**src/rtl/alu_seq.sv**
```systemverilog
// Registered execute-stage ALU: single-cycle integer ops with a held C/V/Z/N flag register,
// plus multi-cycle shift-add multiply and shift-by-N behind a start/busy/done handshake.
module alu_seq #(
    parameter int WIDTH = 16,
    parameter int CNT_W = $clog2(WIDTH)
) (
    input  logic             clk,
    input  logic             reset,
    input  logic             start,
    input  logic             single,
    input  logic [3:0]       operator,
    input  logic [WIDTH-1:0] value1,
    input  logic [WIDTH-1:0] value2,
    input  logic [3:0]       cond,
    output logic [WIDTH-1:0] result,
    output logic [3:0]       flags,
    output logic             busy,
    output logic             done,
    output logic             check_branch,
    output logic [1:0]       o_dbg_state
);

    // Handshake: start is taken only on a clock edge where busy is low; operands are
    // latched on that edge. done pulses for exactly one cycle when result/flags update,
    // and a new start may be presented in that same cycle.

    typedef enum logic [1:0] {
        ST_IDLE  = 2'd0,
        ST_MUL   = 2'd1,
        ST_SHIFT = 2'd2
    } state_t;

    localparam logic [WIDTH-1:0] MSB_ONLY = {1'b1, {(WIDTH-1){1'b0}}};

    state_t             r_state;
    logic [WIDTH-1:0]   r_result;
    logic [3:0]         r_flags;
    logic               r_busy;
    logic               r_done;
    logic [CNT_W-1:0]   r_cnt;
    logic [2*WIDTH-1:0] r_p;
    logic [WIDTH-1:0]   r_mcand;
    logic [WIDTH-1:0]   r_sh;

    logic               w_use_c;
    logic [WIDTH:0]     w_add;
    logic [WIDTH:0]     w_sub;
    logic [WIDTH:0]     w_neg;
    logic [CNT_W-1:0]   w_cnt;
    logic [WIDTH-1:0]   w_fres;
    logic               w_c;
    logic               w_v;
    logic               w_upd_flg;
    logic               w_upd_res;
    logic               w_go_mul;
    logic               w_go_sh;
    logic [WIDTH:0]     w_madd;
    logic [2*WIDTH-1:0] w_p_next;
    logic [WIDTH-1:0]   w_sh_next;

    assign w_use_c = r_flags[3] & ~single & ((operator == 4'd2) | (operator == 4'd3));
    assign w_add   = {1'b0, value1} + {1'b0, value2} + {{WIDTH{1'b0}}, w_use_c};
    assign w_sub   = {1'b0, value1} - {1'b0, value2} - {{WIDTH{1'b0}}, w_use_c};
    assign w_neg   = {(WIDTH+1){1'b0}} - {1'b0, value1};
    assign w_cnt   = value2[CNT_W-1:0];

    // Multiply step: conditionally add the multiplicand into the upper half, then shift right.
    assign w_madd    = {1'b0, r_p[2*WIDTH-1:WIDTH]} + (r_p[0] ? {1'b0, r_mcand} : {(WIDTH+1){1'b0}});
    assign w_p_next  = {w_madd, r_p[WIDTH-1:1]};
    assign w_sh_next = {r_sh[WIDTH-2:0], 1'b0};

    always_comb begin
        w_fres    = r_result;
        w_c       = r_flags[3];
        w_v       = 1'b0;
        w_upd_flg = 1'b0;
        w_upd_res = 1'b0;
        w_go_mul  = 1'b0;
        w_go_sh   = 1'b0;
        if (!single) begin
            case (operator)
                4'd0, 4'd2: begin
                    w_fres    = w_add[WIDTH-1:0];
                    w_c       = w_add[WIDTH];
                    w_v       = (value1[WIDTH-1] == value2[WIDTH-1]) && (w_add[WIDTH-1] != value1[WIDTH-1]);
                    w_upd_flg = 1'b1;
                    w_upd_res = 1'b1;
                end
                4'd1, 4'd3, 4'd8: begin
                    w_fres    = w_sub[WIDTH-1:0];
                    w_c       = w_sub[WIDTH];
                    w_v       = (value1[WIDTH-1] != value2[WIDTH-1]) && (w_sub[WIDTH-1] != value1[WIDTH-1]);
                    w_upd_flg = 1'b1;
                    w_upd_res = (operator != 4'd8);
                end
                4'd4: begin w_fres = value1 & value2; w_upd_flg = 1'b1; w_upd_res = 1'b1; end
                4'd5: begin w_fres = value1 | value2; w_upd_flg = 1'b1; w_upd_res = 1'b1; end
                4'd6: begin w_fres = value1 ^ value2; w_upd_flg = 1'b1; w_upd_res = 1'b1; end
                4'd7: begin w_fres = value2;          w_upd_flg = 1'b1; w_upd_res = 1'b1; end
                4'd9: w_go_mul = 1'b1;
                default: ;
            endcase
        end else begin
            case (operator)
                4'd0: begin
                    w_fres = w_neg[WIDTH-1:0];
                    w_c    = w_neg[WIDTH];
                    w_v    = (value1 == MSB_ONLY);
                end
                4'd1: w_fres = ~value1;
                4'd2: begin w_fres = {value1[WIDTH-2:0], 1'b0};        w_c = value1[WIDTH-1]; end
                4'd3: begin w_fres = {1'b0, value1[WIDTH-1:1]};        w_c = value1[0];       end
                4'd4: w_fres = {value1[WIDTH-2:0], value1[WIDTH-1]};
                4'd5: w_fres = {value1[0], value1[WIDTH-1:1]};
                4'd6: begin w_fres = {value1[WIDTH-2:0], r_flags[3]};  w_c = value1[WIDTH-1]; end
                4'd7: begin w_fres = {r_flags[3], value1[WIDTH-1:1]};  w_c = value1[0];       end
                4'd8: begin w_fres = {value1[WIDTH-1], value1[WIDTH-1:1]}; w_c = value1[0];   end
                4'd9: w_fres = value1;
                default: ;
            endcase
            w_upd_flg = (operator <= 4'd8) || (operator == 4'd9 && w_cnt == '0);
            w_upd_res = w_upd_flg;
            w_go_sh   = (operator == 4'd9) && (w_cnt != '0);
        end
    end

    always_ff @(posedge clk) begin
        if (reset) begin
            r_state  <= ST_IDLE;
            r_result <= '0;
            r_flags  <= '0;
            r_busy   <= 1'b0;
            r_done   <= 1'b0;
            r_cnt    <= '0;
            r_p      <= '0;
            r_mcand  <= '0;
            r_sh     <= '0;
        end else begin
            r_done <= 1'b0;
            case (r_state)
                ST_IDLE: begin
                    if (start) begin
                        if (w_go_mul) begin
                            r_state <= ST_MUL;
                            r_busy  <= 1'b1;
                            r_p     <= {{WIDTH{1'b0}}, value2};
                            r_mcand <= value1;
                            r_cnt   <= '0;
                        end else if (w_go_sh) begin
                            r_state <= ST_SHIFT;
                            r_busy  <= 1'b1;
                            r_sh    <= value1;
                            r_cnt   <= w_cnt;
                        end else begin
                            r_done <= 1'b1;
                            if (w_upd_res) r_result <= w_fres;
                            if (w_upd_flg) r_flags  <= {w_c, w_v, (w_fres == '0), w_fres[WIDTH-1]};
                        end
                    end
                end
                ST_MUL: begin
                    r_p   <= w_p_next;
                    r_cnt <= r_cnt + 1'b1;
                    if (r_cnt == CNT_W'(WIDTH-1)) begin
                        r_state  <= ST_IDLE;
                        r_busy   <= 1'b0;
                        r_done   <= 1'b1;
                        r_result <= w_p_next[WIDTH-1:0];
                        r_flags  <= {(|w_p_next[2*WIDTH-1:WIDTH]), 1'b0,
                                     (w_p_next[WIDTH-1:0] == '0), w_p_next[WIDTH-1]};
                    end
                end
                ST_SHIFT: begin
                    r_sh  <= w_sh_next;
                    r_cnt <= r_cnt - 1'b1;
                    if (r_cnt == CNT_W'(1)) begin
                        r_state  <= ST_IDLE;
                        r_busy   <= 1'b0;
                        r_done   <= 1'b1;
                        r_result <= w_sh_next;
                        r_flags  <= {r_sh[WIDTH-1], 1'b0, (w_sh_next == '0), w_sh_next[WIDTH-1]};
                    end
                end
                default: r_state <= ST_IDLE;
            endcase
        end
    end

    // Flags are {C, V, Z, N}.
    always_comb begin
        check_branch = 1'b0;
        case (cond)
            4'd0:  check_branch = r_flags[1];
            4'd1:  check_branch = ~r_flags[1];
            4'd2:  check_branch = r_flags[0] ^ r_flags[2];
            4'd3:  check_branch = ~(r_flags[0] ^ r_flags[2]);
            4'd4:  check_branch = r_flags[3];
            4'd5:  check_branch = ~r_flags[3];
            4'd6:  check_branch = r_flags[2];
            4'd7:  check_branch = ~r_flags[2];
            4'd8:  check_branch = r_flags[0];
            4'd9:  check_branch = ~r_flags[0];
            4'd10: check_branch = r_flags[3];
            4'd11: check_branch = ~r_flags[3];
            4'd12: check_branch = 1'b1;
            default: check_branch = 1'b0;
        endcase
    end

    assign result      = r_result;
    assign flags       = r_flags;
    assign busy        = r_busy;
    assign done        = r_done;
    assign o_dbg_state = r_state;

endmodule

```
**config.mk**
```make
export PLATFORM = sky130hd
export DESIGN_NAME = alu_seq
export DESIGN_NICKNAME = d
export VERILOG_FILES = /design/src/rtl/alu_seq.sv
export SDC_FILE = /design/constraint.sdc
export NUM_CORES = 1
export LEC_CHECK = 0
export ABC_AREA = 1
export CAP_MARGIN = 20
export CORE_ASPECT_RATIO = 0.9
export CORE_MARGIN = 4
export CORE_UTILIZATION = 29
export CTS_BUF_LIST = sky130_fd_sc_hd__clkbuf_8
export CTS_CLUSTER_DIAMETER = 150
export DETAILED_ROUTE_END_ITERATION = 6
export GPL_TIMING_DRIVEN = 0
export PLACE_DENSITY = 0.43
export SLEW_MARGIN = 10
export SYNTH_ARGS = -nofsm -noshare
export SYNTH_HDL_FRONTEND = slang
export SYNTH_SLANG_ARGS = --single-unit
```
**constraint.sdc**
```tcl
create_clock -name clk -period 4.64 [get_ports clk]
set_input_delay 0.928 -clock clk [delete_from_list [all_inputs] [get_ports clk]]
set_output_delay 0.928 -clock clk [all_outputs]
set_load 0.03 [all_outputs]
```
Word-level counts from Yosys, hierarchy flattened
Index checks and enable logic that the tools add are counted.
W data, S select, Z words.
{"block": "classes", "add_sub_neg": 8, "n_lt_le_gt_ge": 1, "n_eq_ne": 43, "muxes": 61, "bitwise": 14, "reduce_logical": 34}
{"operator": "$mux W16", "count": 11}
{"operator": "$pmux W16 S10", "count": 1}
{"operator": "$pmux W16 S6", "count": 1}
{"operator": "$mux W32", "count": 2}
{"operator": "$pmux W32 S2", "count": 1}
{"operator": "$logic_not A16 Y1", "count": 3}
{"operator": "$pmux W16 S3", "count": 1}
{"operator": "$mux W4", "count": 9}
{"operator": "$add A16 B16 Y17", "count": 2}
{"operator": "$eq A4 B3 Y1 const B", "count": 8}
{"operator": "$eq A4 B4 Y1 const B", "count": 8}
{"operator": "$pmux W16 S2", "count": 1}
{"operator": "$pmux W4 S3", "count": 2}
{"operator": "$mux W1", "count": 19}
{"operator": "$ne A2 B2 Y1 const B", "count": 9}
{"operator": "$add A17 B1 Y17", "count": 1}
{"operator": "$sub A1 B16 Y17 const A", "count": 1}
{"operator": "$sub A16 B16 Y17", "count": 1}
{"operator": "$sub A17 B1 Y17", "count": 1}
{"operator": "$and A16 B16 Y16", "count": 1}
{"operator": "$eq A16 B16 Y1 const B", "count": 1}
{"operator": "$eq A4 B2 Y1 const B", "count": 4}
{"operator": "$not A16 Y16", "count": 1}
{"operator": "$or A16 B16 Y16", "count": 1}
{"operator": "39 further kinds", "count": 71}
{"block": "word_totals", "reg_bits": 92, "input_bits": 44, "out_inout_bits": 25, "wordCells": 171}

Logic depth before layout (Yosys ltp)
{"block": "logic_depth", "ltp_word": 13, "mapped_depth": 23, "depth_no_buf": 22}

Worst setup path before layout
OpenSTA, ideal clock, no wires.
{"block": "synth_timing", "kind": "input -> register", "startpoint": "input port single", "endpoint": "register r_flags[3], in the netlist flags[3]", "setup_ns": 0.132, "arrival_time_ns": 3.655, "required_ns": 4.508, "path_slack_ns": 0.852, "stages": 22, "path_buffers": 2, "cell_sequence": "clkbuf_1 clkbuf_1 nor4_1 inv_1 fa_1 fa_1 nand3_1 nand2_1 nand2_1 nand2_1 nand3_1 nand2_1 nand2_1 nand2_1 a21oi_1 nor2_1 nor2_1 nand2_1 nand2_1 nand2_1 nand2_1 a21oi_1"}
{"block": "synth_between", "elab_chain_cells": 11, "word_cells_on_any_way": 21}
{"item": "start: declaration", "line": "10", "source": "input logic single,"}
{"item": "$not A1 Y1", "line": "61", "source": "assign w_use_c = r_flags[3] & ~single & ((operator == 4'd2) | (operator == 4'd3));"}
{"item": "$and A1 B1 Y1 (2 in a row)", "line": "61"}
{"item": "$sub A17 B1 Y17 / $add A17 B1 Y17 (equally long branches)", "line": "63, 62"}
{"item": "$pmux W1 S2", "line": "81", "source": "case (operator)"}
{"item": "$mux W1", "line": "80", "source": "if (!single) begin"}
{"item": "$mux W4", "line": "157", "source": "if (w_upd_flg) r_flags <= {w_c, w_v, (w_fres == '0), w_fres[WIDTH-1]};"}
{"item": "$mux W4", "line": "149", "source": "end else if (w_go_sh) begin"}
{"item": "$mux W4", "line": "143", "source": "if (w_go_mul) begin"}
{"item": "$mux W4", "line": "142", "source": "if (start) begin"}
{"item": "$pmux W4 S3", "line": "140", "source": "case (r_state)"}
{"item": "end signal: assignment", "line": "157"}
{"item": "end signal: assignment", "line": "169", "source": "r_flags <= {(|w_p_next[2*WIDTH-1:WIDTH]), 1'b0,"}
{"item": "end signal: assignment", "line": "181", "source": "r_flags <= {r_sh[WIDTH-1], 1'b0, (w_sh_next == '0), w_sh_next[WIDTH-1]};"}
{"item": "end: declaration", "line": "37", "source": "logic [3:0] r_flags;"}
Several ways; a longest one is shown, not always the timed one. The select of a mux whose other input is x is not followed.
A chain may end at the register's enable or synchronous reset.

Worst setup path after layout
{"block": "layout_timing", "startpoint": "input port value1[12]", "endpoint": "register r_flags[0], in the netlist flags[0]"}
{"block": "layout_between", "elab_chain_cells": 9, "word_cells_on_any_way": 13}
{"item": "start: declaration", "line": "12", "source": "input logic [WIDTH-1:0] value1,"}
{"item": "$sub A16 B16 Y17 / $add A16 B16 Y17 (equally long branches)", "line": "63, 62"}
{"item": "$sub A17 B1 Y17 / $add A17 B1 Y17 (equally long branches)", "line": "63, 62"}
{"item": "$pmux W16 S6", "line": "81"}
{"item": "$mux W16 (*)", "line": "80"}
{"item": "$mux W4 (*)", "line": "157"}
{"item": "$mux W4 (*)", "line": "149"}
{"item": "$mux W4 (*)", "line": "143"}
{"item": "$mux W4 (*)", "line": "142"}
{"item": "$pmux W4 S3 (*)", "line": "140"}
Every way passes the cells marked *; elsewhere a longest branch is shown, timed or not. The select of a mux whose other input is x is not followed.

==> summary.md <==
| Metric | Value |
|---|---|
| Critical path data required time | 4.91 ns |
| Cts bufs inserted | 9 |
| Seq/Total Area, Yosys | 0.1901 |
| Switching Share | 0.5319 |
| Psw | 2.218 mW |
| Part of the power in registers | 0.272 |
| Share of cells above drive strength 1 | 0.03553 |
| Most used cell, CP | nand2_1 |
| Initial antenna violation count | 0 |
| Slowest CP cell | clkdlybuf4s50_1 |
| Dpl cells | 2125 |
| Clock transition at path regs | 0.10 ns |
| Worst setup SP type | input pin |
| GRT Max-Usage Layer | met1 |
| P per Cell Area | 376.6 nW/um^2 |
| Layout Cells excl Fill | 2139 |
| Initial Util | 0.2941 |
| CP endpoint kind | flip-flop |
| Num ports | 69 |
| Ant. Diodes | 0 |
| RSZ-0062 raised after global routing | no |
| Arrival time at the worst endpoint | 4.55 ns |
| Synthesized instance count | 1638 |
| Tightest Pin Transition | 0.8656 ns |
| Largest fanout on the critical path | 9 |
| Post-Route WL | 42750 um |
| Placed Area | 10870 sq um |
| CTS Hold Bufs | 0 |
| Slew margin rel. | 0.4215 |
| Final slew viol count | 0 |
| Row cnt | 63 |
| Grt ovf | 0 |
| Part of the power in the clock network | 0.132 |
| Routed WL per cell | 19.99 um |
| Grt met3 use | 0.03750 |
| Grt met1 use | 0.3648 |
| Pleak | 5.204 nW |
| Main synth FF type | dfxtp_1 |
| Port Buf Inserts | 65 |
| Max clock buf depth | 2 |
| Buf/Inv on CP | 3 |
| Status | finished clean |
| CTS Sinks | 92 |
| Routed Antenna Nets | 0 |
| CTS H-tree depth | 3 |
| Global-route wire length before repair | 65820 um |
| Minimum clock period | 4.285 ns |
| Final Wtd Congestion | 0.8929 |
| Period Utilization, post-route | 0.9235 |
| Number of global-route vias before repair | 10600 |
| TritonCTS clock tree | built |
| Worst Skew | 0.01462 ns |
| Fillers | 3697 |
| Syn_area_per_cell | 5.916 sq um |
| Internal power | 1.952 mW |
| Die height | 181.4 um |
| Die Area | 36410 sq um |
| Core box area | 32950 sq um |
| Netlist cell types | 53 |
| Pin count of the biggest net entering global routing | 14 |
| Die Width | 200.7 um |
| Met2 usage | 0.3323 |
| Fmax | 233.4 MHz |
| Layout net count | 1848 |
| Worst path max stage delay | 0.48 ns |
| Drt via density | 5.327 |
| Logic pwr share | 0.596 |
| Cell area after synthesis | 9691 sq um |
| Crit-path cells | clkdlybuf4s50_1 -> clkbuf_1 -> inv_1 -> ha_1 -> ha_1 -> nand2_1 -> nor3_1 -> a211oi_1 -> nand3_1 -> nand3_1 -> a21oi_1 -> nor2_1 -> nand2_1 -> nand2_1 -> a21oi_1 |
| GRT Total Usage | 0.2293 |
| Crit-path leading delay family | buffers and inverters |
| CTS root buf | clkbuf_8 |
| Final hold viol count | 0 |
| Yosys reg bits | 92 |
| Iter 0 DRT Violations | 1053 |
| Kind of critical path | in2reg |
| TritonRoute pass-1 iters | 6 |
| Hold Path Class | reg2reg |
| Via count | 11395 |
| Layout area overhead | 14.24% |
| Max VDD drop | 264.4 uV |
| Net count after synthesis | 1773 |
| Clock latency at the later pin of the worst-skew pair | 0.38 ns |
| Yosys warns | 0 |
| Final Cell Area | 11070 sq um |
| # setup viols final | 0 |
| Post-synth EDFFs | 0 |
| Async set-reset flop share out of synthesis | 0 |
| Hpwl dp | 34580 um |
| Residual DRC | 0 |
| Final core utilization | 0.3360 |
| Max Cap Violations | 0 |
==> cells in the mapped netlist, types with 2 or more instances <==
| library cell | instances | area, sq um |
|---|---|---|
| or2_2 | 3 | 18.77 |
| buf_2 | 15 | 75.07 |
| o21ai_0 | 152 | 760.7 |
| nor2_1 | 103 | 386.6 |
| nor4_1 | 9 | 56.30 |
| xor2_1 | 8 | 70.07 |
| nor2_2 | 3 | 18.77 |
| nand2_1 | 430 | 1614 |
| nor3_1 | 15 | 75.07 |
| xnor2_1 | 5 | 43.79 |
| fa_1 | 5 | 100.1 |
| o211ai_1 | 8 | 60.06 |
| nand3_1 | 160 | 800.8 |
| o22ai_1 | 13 | 81.33 |
| nor2_8 | 2 | 40.04 |
| or2_1 | 3 | 18.77 |
| buf_1 | 2 | 7.510 |
| o221ai_1 | 3 | 26.28 |
| nand3b_1 | 15 | 112.6 |
| o21ai_1 | 4 | 20.02 |
| a31oi_1 | 33 | 206.5 |
| or2_0 | 4 | 25.02 |
| inv_2 | 10 | 37.54 |
| ha_1 | 86 | 1076 |
| a21boi_0 | 2 | 15.01 |
| o21bai_1 | 3 | 22.52 |
| clkbuf_1 | 44 | 165.2 |
| a211oi_1 | 5 | 37.54 |
| nand4_1 | 19 | 118.9 |
| a21oi_1 | 142 | 710.7 |
| a2bb2oi_1 | 3 | 26.28 |
| dfxtp_1 | 92 | 1842 |
| inv_1 | 211 | 792.0 |
| nor2_4 | 2 | 22.52 |
| o31ai_1 | 4 | 30.03 |
| nand2_2 | 3 | 18.77 |
==> power groups by stage <==
| stage | Combinational, mW | Sequential, mW | Clock [mW] |
|---|---|---|---|
| 4_1_cts | 2.45 | 1.13 | 0.578 |
| 6_report | 2.48 | 1.13 | 0.552 |
| 5_1_grt | 2.74 | 1.15 | 0.606 |
| 3_5_place_dp | 2.44 | 1.14 | 0 |
| 2_1_floorplan | 1.35 | 1.25 | 0 |
| 3_3_place_gp | 2.43 | 1.15 | 0 |
==> metrics by stage <==
| stage | total power, mW | setup slack (ns) | setup TNS, ns | hold WS [ns] |
|---|---|---|---|---|
| after global routing | 4.499 | 0.03420 | 0 | 0.4923 |
| after floorplan | 2.602 | 0.8525 | 0 | 0.4367 |
| after CTS | 4.158 | 0.07672 | 0 | 0.4712 |
| final | 4.170 | 0.3548 | 0 | 0.4718 |
| after global placement | 3.578 | -0.9581 | -10.86 | 0.4525 |
| after detailed placement | 3.581 | -0.9671 | -11.48 | 0.4580 |
==> sequential cells by signal, indices dropped and copies added (netlist names) <==
name,flops
o_dbg_state,2
r_mcand,16
flags,4
r_cnt,4
r_sh,16
result,16
busy,1
done,1
r_p,32
==> cell families (layout without fill, tap and decap cells) <==
group           count (synthesis)  count (layout)  share of synthesized area
compound gates                383             383                     0.2168
xor+xnor                       13              13                    0.01175
fa+ha+maj                      91              91                     0.1214
buf+inv                       285             364                     0.1138
flops                          92              92                     0.1901
simple gates                  774             774                     0.3463
==> area by class of cell <==
class / count / area, sq um / area share
multi-input combinational: 1261 / 6761 / 0.6108
sequential: 92 / 1842 / 0.1664
inverter: 222 / 835.8 / 0.07550
timing repair buffer: 65 / 651.9 / 0.05888
tap: 422 / 528.0 / 0.04769
buffer: 62 / 267.8 / 0.02419
clock buffer: 10 / 137.6 / 0.01243
clock inverter: 5 / 46.29 / 0.004182
==> worst register-to-register path, delay by kind of cell, from the launching register on <==
kind            cells  cell delay, ns
flops               1            0.51
fa+ha+maj           2            0.87
simple gates       15            1.79
buf+inv             2            0.37
compound gates      2            0.26
==> cell usage in the layout, fill, tap and decap left out, types with 5 or more instances in the layout <==
master           netlist  layout
clkbuf_1              44      41
buf_2                 15      15
xor2_1                 8       8
nand3_1              160     160
a31oi_1               33      33
nor2_1               103     103
nor3_1                15      15
inv_2                 10      10
fa_1                   5       5
ha_1                  86      86
clkdlybuf4s50_1        0      63
o211ai_1               8       8
nand4_1               19      19
dfxtp_1               92      92
inv_1                211     214
a211oi_1               5       5
a21oi_1              142     142
nor4_1                 9       8
xnor2_1                5       5
o22ai_1               13      13
nand3b_1              15      15
nand2_1              430     430
clkbuf_8               0      10
o21ai_0              152     152
==> path summary, 6_finish.rpt <==
check / slack, ns / startpoint / endpoint / cells past startpoint
max: 0.35 / value1[12] / flags[0]$_SDFFE_PP0P_ / 15
max reg2reg: 0.75 / flags[3]$_SDFFE_PP0P_ / flags[3]$_SDFFE_PP0P_ / 21
min: 0.47 / r_mcand[14]$_SDFFE_PP0P_ / r_mcand[14]$_SDFFE_PP0P_ / 2
min reg2reg: 0.47 / r_mcand[14]$_SDFFE_PP0P_ / r_mcand[14]$_SDFFE_PP0P_ / 2
==> layer usage <==
metal	wire, um	part of all wire
met1	22400	0.52
met2	17330	0.41
met3	2736	0.064
met4	286	0.0067
met5	0	0
==> timing repair <==
item                       4_1_cts  5_1_grt
setup endpoints to repair       15        5
setup buffers                    0        0
pin swaps                        0        0
resized for setup                6        4
(Power assumes the default switching activity.)
